$ cat config.mk
export PLATFORM = sky130hd
export DESIGN_NAME = hrfp_align_add
export DESIGN_NICKNAME = d
export VERILOG_FILES = /design/src/rtl/hrfp_align_add.sv
export SDC_FILE = /design/constraint.sdc
export NUM_CORES = 1
export LEC_CHECK = 0
export CORE_MARGIN = 3
export CORE_UTILIZATION = 31
export DETAILED_ROUTE_END_ITERATION = 10
export PLACE_DENSITY = 0.56
export SLEW_MARGIN = 20
export SYNTH_ARGS = -nofsm -noshare
export SYNTH_HDL_FRONTEND = slang
export SYNTH_SLANG_ARGS = --single-unit
export TNS_END_PERCENT = 30
$ cat constraint.sdc
create_clock -name clk -period 4.9 [get_ports clk]
set_clock_uncertainty 0.15 [all_clocks]
set_input_delay 0.98 -clock clk [delete_from_list [all_inputs] [get_ports clk]]
set_output_delay 0.98 -clock clk [all_outputs]
set_load 0.01 [all_outputs]
$ cat src/rtl/hrfp_align_add.sv
// Alignment and mantissa add/subtract stages of the radix-16 floating-point adder.
// Define HRFP_INPUT_REG_EN to add an input register stage (latency 3 instead of 2).
module hrfp_align_add #(
  parameter  int EXP_W = 6,
  parameter  int MAN_W = 27,
  localparam int W     = 1 + EXP_W + MAN_W
) (
  input  logic             clk,
  input  logic             rst,
  input  logic             in_valid,
  input  logic [W-1:0]     op2_a,
  input  logic [W-1:0]     op2_b,
  input  logic [2:0]       expdiff_2,
  input  logic             expdiff_saturated_2,
  output logic             out_valid,
  output logic [W-1:0]     result_4,
  output logic [MAN_W+3:0] mantissa_4,
  output logic [7:0]       zeroesmask_4
);

  localparam int EB_W  = MAN_W + 3;
  localparam int SUM_W = MAN_W + 4;
  localparam int NIB   = (SUM_W + 1) / 4;

  logic [W-1:0] s0_a, s0_b;
  logic [2:0]   s0_diff;
  logic         s0_sat, s0_valid;

`ifdef HRFP_INPUT_REG_EN
  logic [W-1:0] in_a_q, in_a_d, in_b_q, in_b_d;
  logic [2:0]   in_diff_q, in_diff_d;
  logic         in_sat_q, in_sat_d, in_valid_q, in_valid_d;

  always_comb begin
    in_a_d     = op2_a;
    in_b_d     = op2_b;
    in_diff_d  = expdiff_2;
    in_sat_d   = expdiff_saturated_2;
    in_valid_d = in_valid;
  end

  always_ff @(posedge clk) begin
    if (rst) begin
      in_a_q     <= '0;
      in_b_q     <= '0;
      in_diff_q  <= '0;
      in_sat_q   <= 1'b0;
      in_valid_q <= 1'b0;
    end else begin
      in_a_q     <= in_a_d;
      in_b_q     <= in_b_d;
      in_diff_q  <= in_diff_d;
      in_sat_q   <= in_sat_d;
      in_valid_q <= in_valid_d;
    end
  end

  assign s0_a     = in_a_q;
  assign s0_b     = in_b_q;
  assign s0_diff  = in_diff_q;
  assign s0_sat   = in_sat_q;
  assign s0_valid = in_valid_q;
`else
  assign s0_a     = op2_a;
  assign s0_b     = op2_b;
  assign s0_diff  = expdiff_2;
  assign s0_sat   = expdiff_saturated_2;
  assign s0_valid = in_valid;
`endif

  // Stage 1: pre-compute both candidate alignments; the low half of each
  // double-width shift holds the bits that fall off and become the sticky bit.
  logic [EB_W-1:0]   eb;
  logic [2*EB_W-1:0] ext0, ext1;
  logic [EB_W-1:0]   align0_d, align0_q, align1_d, align1_q;
  logic [W-1:0]      op_a_d, op_a_q, op_b_d, op_b_q;
  logic              expdiff_msb_d, expdiff_msb_q;
  logic              valid1_d, valid1_q;

  always_comb begin
    eb            = {s0_b[MAN_W-1:0], 3'b000};
    ext0          = {eb, {EB_W{1'b0}}} >> {1'b0, s0_diff[1:0], 2'b00};
    ext1          = {eb, {EB_W{1'b0}}} >> {1'b1, s0_diff[1:0], 2'b00};
    align0_d      = ext0[2*EB_W-1:EB_W] | {{(EB_W-1){1'b0}}, |ext0[EB_W-1:0]};
    align1_d      = ext1[2*EB_W-1:EB_W] | {{(EB_W-1){1'b0}}, |ext1[EB_W-1:0]};
    if (s0_sat) begin
      align0_d = {{(EB_W-1){1'b0}}, |s0_b[MAN_W-1:0]};
      align1_d = {{(EB_W-1){1'b0}}, |s0_b[MAN_W-1:0]};
    end
    op_a_d        = s0_a;
    op_b_d        = s0_b;
    expdiff_msb_d = s0_diff[2];
    valid1_d      = s0_valid;
  end

  always_ff @(posedge clk) begin
    if (rst) begin
      align0_q      <= '0;
      align1_q      <= '0;
      op_a_q        <= '0;
      op_b_q        <= '0;
      expdiff_msb_q <= 1'b0;
      valid1_q      <= 1'b0;
    end else begin
      align0_q      <= align0_d;
      align1_q      <= align1_d;
      op_a_q        <= op_a_d;
      op_b_q        <= op_b_d;
      expdiff_msb_q <= expdiff_msb_d;
      valid1_q      <= valid1_d;
    end
  end

  // Stage 2: add/subtract, then let specials override the arithmetic result.
  logic [EB_W-1:0]  b_al;
  logic [SUM_W-1:0] ea, sum;
  logic [SUM_W:0]   padded;
  logic             same_sign, a_special, b_special, a_inf, b_inf;
  logic [W-1:0]     result_d, result_q;
  logic [SUM_W-1:0] mantissa_d, mantissa_q;
  logic [7:0]       zmask_d, zmask_q;
  logic             valid2_d, valid2_q;

  always_comb begin
    b_al      = expdiff_msb_q ? align1_q : align0_q;
    ea        = {1'b0, op_a_q[MAN_W-1:0], 3'b000};
    same_sign = (op_a_q[W-1] == op_b_q[W-1]);
    sum       = same_sign ? (ea + {1'b0, b_al}) : (ea - {1'b0, b_al});
    a_special = &op_a_q[W-2:MAN_W];
    b_special = &op_b_q[W-2:MAN_W];
    a_inf     = a_special && (op_a_q[MAN_W-1:0] == '0);
    b_inf     = b_special && (op_b_q[MAN_W-1:0] == '0);

    result_d   = op_a_q;
    mantissa_d = sum;
    if (!same_sign && (sum == '0)) begin
      result_d[W-1] = 1'b0;
    end
    if (a_special) begin
      result_d   = op_a_q;
      mantissa_d = '0;
      if (a_inf && b_inf && !same_sign) begin
        result_d = {1'b0, {EXP_W{1'b1}}, 1'b1, {(MAN_W-1){1'b0}}};
      end
    end

    padded  = {1'b0, mantissa_d};
    zmask_d = '0;
    for (int i = 0; i < NIB; i++) begin
      zmask_d[i] = ~|padded[4*i +: 4];
    end
    valid2_d = valid1_q;
  end

  always_ff @(posedge clk) begin
    if (rst) begin
      result_q   <= '0;
      mantissa_q <= '0;
      zmask_q    <= '0;
      valid2_q   <= 1'b0;
    end else begin
      result_q   <= result_d;
      mantissa_q <= mantissa_d;
      zmask_q    <= zmask_d;
      valid2_q   <= valid2_d;
    end
  end

  assign out_valid    = valid2_q;
  assign result_4     = result_q;
  assign mantissa_4   = mantissa_q;
  assign zeroesmask_4 = zmask_q;

endmodule

==> impl_metrics.tcl <==
set metrics [dict create \
    outcome "complete, no violations" \
    tritoncts "yes" \
    clock-root-buffer "clkbuf_16" \
    r2r_start "expdiff_msb_q" \
    critical-path-max-stage-delay_ns 0.68 \
    end_kind "register" \
    cp_data_required_time_ns 5.07 \
    stdcell_count 1594 \
    final_util_pct 40.1 \
    worst-path-buf-inv 2 \
    grtUsageMet1_pct 26.3 \
    leakagePower_nw 4.76 \
    die_x_um 177 \
    hp-class "register to register" \
    first_pass_iters 5 \
    max_freq_mhz 217 \
    grt_pass1_vias 7919 \
    hold-path-endpoint "out_valid" \
    gr-total-overflow 0 \
    place_ws_ns 0.401 \
    maxCapViolations 0 \
    boundaryPins 149 \
    use_met2_pct 29.5 \
    ys_warn_count 0 \
    finalHoldViolations 0 \
    place_congestion 0.972 \
    crit_chain "buf_4, mux2i_1, ha_1, inv_1, a21oi_1, o31ai_1, o21bai_1, a311o_1, nor3_1, nand4_1, or4b_1, o31a_1" \
    crit_path_start_kind "register" \
    initialDrtViolationCount 775 \
    cp_top_family "compound AO/OA/AOI/OAI gates" \
    synth-edff-count 0 \
    grt_use_met3_pct 3.50 \
    timing.final.ws_setup_ns 0.286 \
    clock-sinks 175 \
    yosysSeqAreaShare_pct 38.5 \
    port_buffers 148 \
    rows 62 \
    setup_violations 0 \
    ys_types 70 \
    worstSetupPathType "register to register" \
    slew_violations 0 \
    cts_buffers 17 \
    regToRegEndpoint "result_4[33]" \
    critPathSlowestCell "dfxtp_1" \
    grt_setup_unrepaired "false" \
    antenna_found_initial 0 \
    period_minus_slack_ns 4.61 \
    setup_tns_ns 0 \
    drive_above_1_share_pct 5.79 \
    cts_setup_buffers 0 \
    cts-resized-gates 0 \
    grt_usage_pct 18.8 \
    fin_nets 1334 \
    antenna_left 0 \
    synth_ff_type "dfxtp_1" \
    clkLatencyLatePin_ns 0.44 \
    cts.reportedPaths.clkPinSlew_ns 0.07 \
    htree_levels 4 \
    grt_max_degree 50 \
    cp_data_arrival_time_ns 4.78 \
    reg2reg_slack_ns 0.29 \
    dieArea_mm2 0.0314 \
    relSlewSlack_pct 29.8 \
    period_share_pct 94.2 \
    holdWs_ns 0.292 \
    placed_cells 1562 \
    critPathMaxFanout 12 \
    post-route-drc-count 0 \
    via_count 8126 \
    core_mm2 0.0288 \
    grt_pass1_wl_um 45600 \
    dieHeight_um 177 \
    syn_inst 1066 \
    hp-start "valid1_q" \
    area_growth_pct 27.0 \
    reg2reg_depth 12 \
    routed_wl_um 29400 \
    n_antenna_cell 0 \
    max_slew.worst_pin.slew_ns 1.05 \
    ir_drop_v 0.000215 \
    netlist_area_mm2 0.00909 \
    syn_area_per_cell_um2 8.53 \
    dp_hpwl_um 23500 \
    grt-busiest-layer "met2" \
    syn-num-nets 1203 \
    hold_buffers 0 \
    clk_path_buf_depth 2 \
    nFillCells 2908 \
    hold_path_depth 1 \
    via_per_inst 5.10 \
    async_flop_share_pct 0 \
    powerDensity_mw_per_mm2 319 \
    yosys_register_bits 175 \
    post_drt_wl_per_cell_um 18.4 \
    start_util_pct 31.6 \
]
==> cells by family (layout without fill, tap and decap cells) <==
family | after synthesis | in the layout | synth area share [%]
AOI/OAI and AO/OA | 230 | 230 | 16.2
xor gates and xnor gates | 31 | 31 | 2.99
DFF | 175 | 175 | 38.5
adders and majority gates | 62 | 62 | 8.61
buffers and inverters | 103 | 247 | 4.28
and+or+nand+nor | 428 | 428 | 25.2
muxes | 37 | 37 | 4.22
==> worst reg2reg max path, cell delays in order (launching register included) <==
cell,delay (ns)
dfxtp_1,0.68
buf_4,0.27
mux2i_1,0.33
ha_1,0.42
inv_1,0.14
a21oi_1,0.10
o31ai_1,0.45
o21bai_1,0.26
a311o_1,0.37
nor3_1,0.37
nand4_1,0.18
or4b_1,0.55
o31a_1,0.25
==> power breakdown <==
group,total (mW),switching (mW),internal [mW],leakage (nW)
clock network,1.30,0.630,0.670,0.270
logic,0.823,0.460,0.363,3.04
registers,1.56,0.0487,1.51,1.45
total,3.69,1.14,2.55,4.76
==> how the worst max path moves through the flow <==
stage,from,end,cells past startpoint
after floorplan,expdiff_msb_q,result_4[33],16
after global placement,expdiff_msb_q,result_4[33],14
after detailed placement,expdiff_msb_q,result_4[33],12
after CTS,expdiff_msb_q,result_4[33],12
after global routing,expdiff_msb_q,result_4[33],13
final,expdiff_msb_q,result_4[33],12
==> through the flow <==
step,instance area [um2],total power [mW]
floorplan,9090,2.06
global placement,11000,2.42
detailed placement,11000,2.41
CTS,11600,3.71
global route,11500,3.86
finish,11500,3.69
==> final cells by class <==
| cell class | instances | area (um2) | share of cell area [%] |
|---|---|---|---|
| multi-input cells | 788 | 5230 | 45.3 |
| flip-flops and latches | 175 | 3500 | 30.3 |
| repair buffers | 163 | 1580 | 13.7 |
| well taps | 384 | 480 | 4.16 |
| clock buffers | 19 | 433 | 3.75 |
| inverters | 52 | 195 | 1.69 |
| clock inverters | 13 | 121 | 1.05 |
==> synth_stat cells, types with 12 or more instances <==
| library cell | n | area, um2 |
|---|---|---|
| a211oi_1 | 12 | 90.1 |
| a21oi_1 | 81 | 405 |
| and2_1 | 37 | 231 |
| clkbuf_1 | 48 | 180 |
| dfxtp_1 | 175 | 3500 |
| ha_1 | 61 | 763 |
| inv_1 | 52 | 195 |
| mux2i_1 | 28 | 280 |
| nand2_1 | 50 | 188 |
| nand2b_1 | 27 | 169 |
| nand3_1 | 14 | 70.1 |
| nand4_1 | 21 | 131 |
| nor2_1 | 104 | 390 |
| nor2b_1 | 92 | 576 |
| nor3_1 | 23 | 115 |
| nor4_1 | 25 | 156 |
| o211ai_1 | 14 | 105 |
| o21ai_0 | 42 | 210 |
| xnor2_1 | 19 | 166 |
| xor2_1 | 12 | 105 |
==> layer usage <==
layer / part of all wire (%) / wire length, um / up-vias
met3: 6.0 / 1770 / 49
li1: - / - / 3978
met5: 0 / 0 / -
met2: 45 / 13100 / 319
met1: 47 / 13900 / 3780
met4: 2.2 / 640 / 0
==> layout by cell type, fill, tap and decap left out, types with 5 or more instances in the layout <==
cell type / count
dfxtp_1: 175
clkdlybuf4s50_1: 146
nor2_1: 104
nor2b_1: 92
a21oi_1: 81
ha_1: 61
inv_1: 52
nand2_1: 50
o21ai_0: 42
and2_1: 37
mux2i_1: 28
nand2b_1: 27
nor4_1: 25
nor3_1: 22
nand4_1: 21
xnor2_1: 18
clkbuf_16: 17
buf_4: 15
nand3_1: 14
o211ai_1: 14
a211oi_1: 12
a31oi_1: 11
xor2_1: 11
o31ai_1: 10
nor4b_1: 8
a21o_1: 8
mux2_2: 8
or3_1: 6
o21ai_1: 5
o21bai_1: 5
inv_6: 5
==> sequential cells by signal, indices dropped and copies added, names as in the netlist <==
register,flops
out_valid,1
result_4,34
expdiff_msb_q,1
mantissa_4,31
align0_q,29
zeroesmask_4,8
op_b_q,34
op_a_q,34
valid1_q,1
align1_q,2
(Power assumes the default switching activity.)
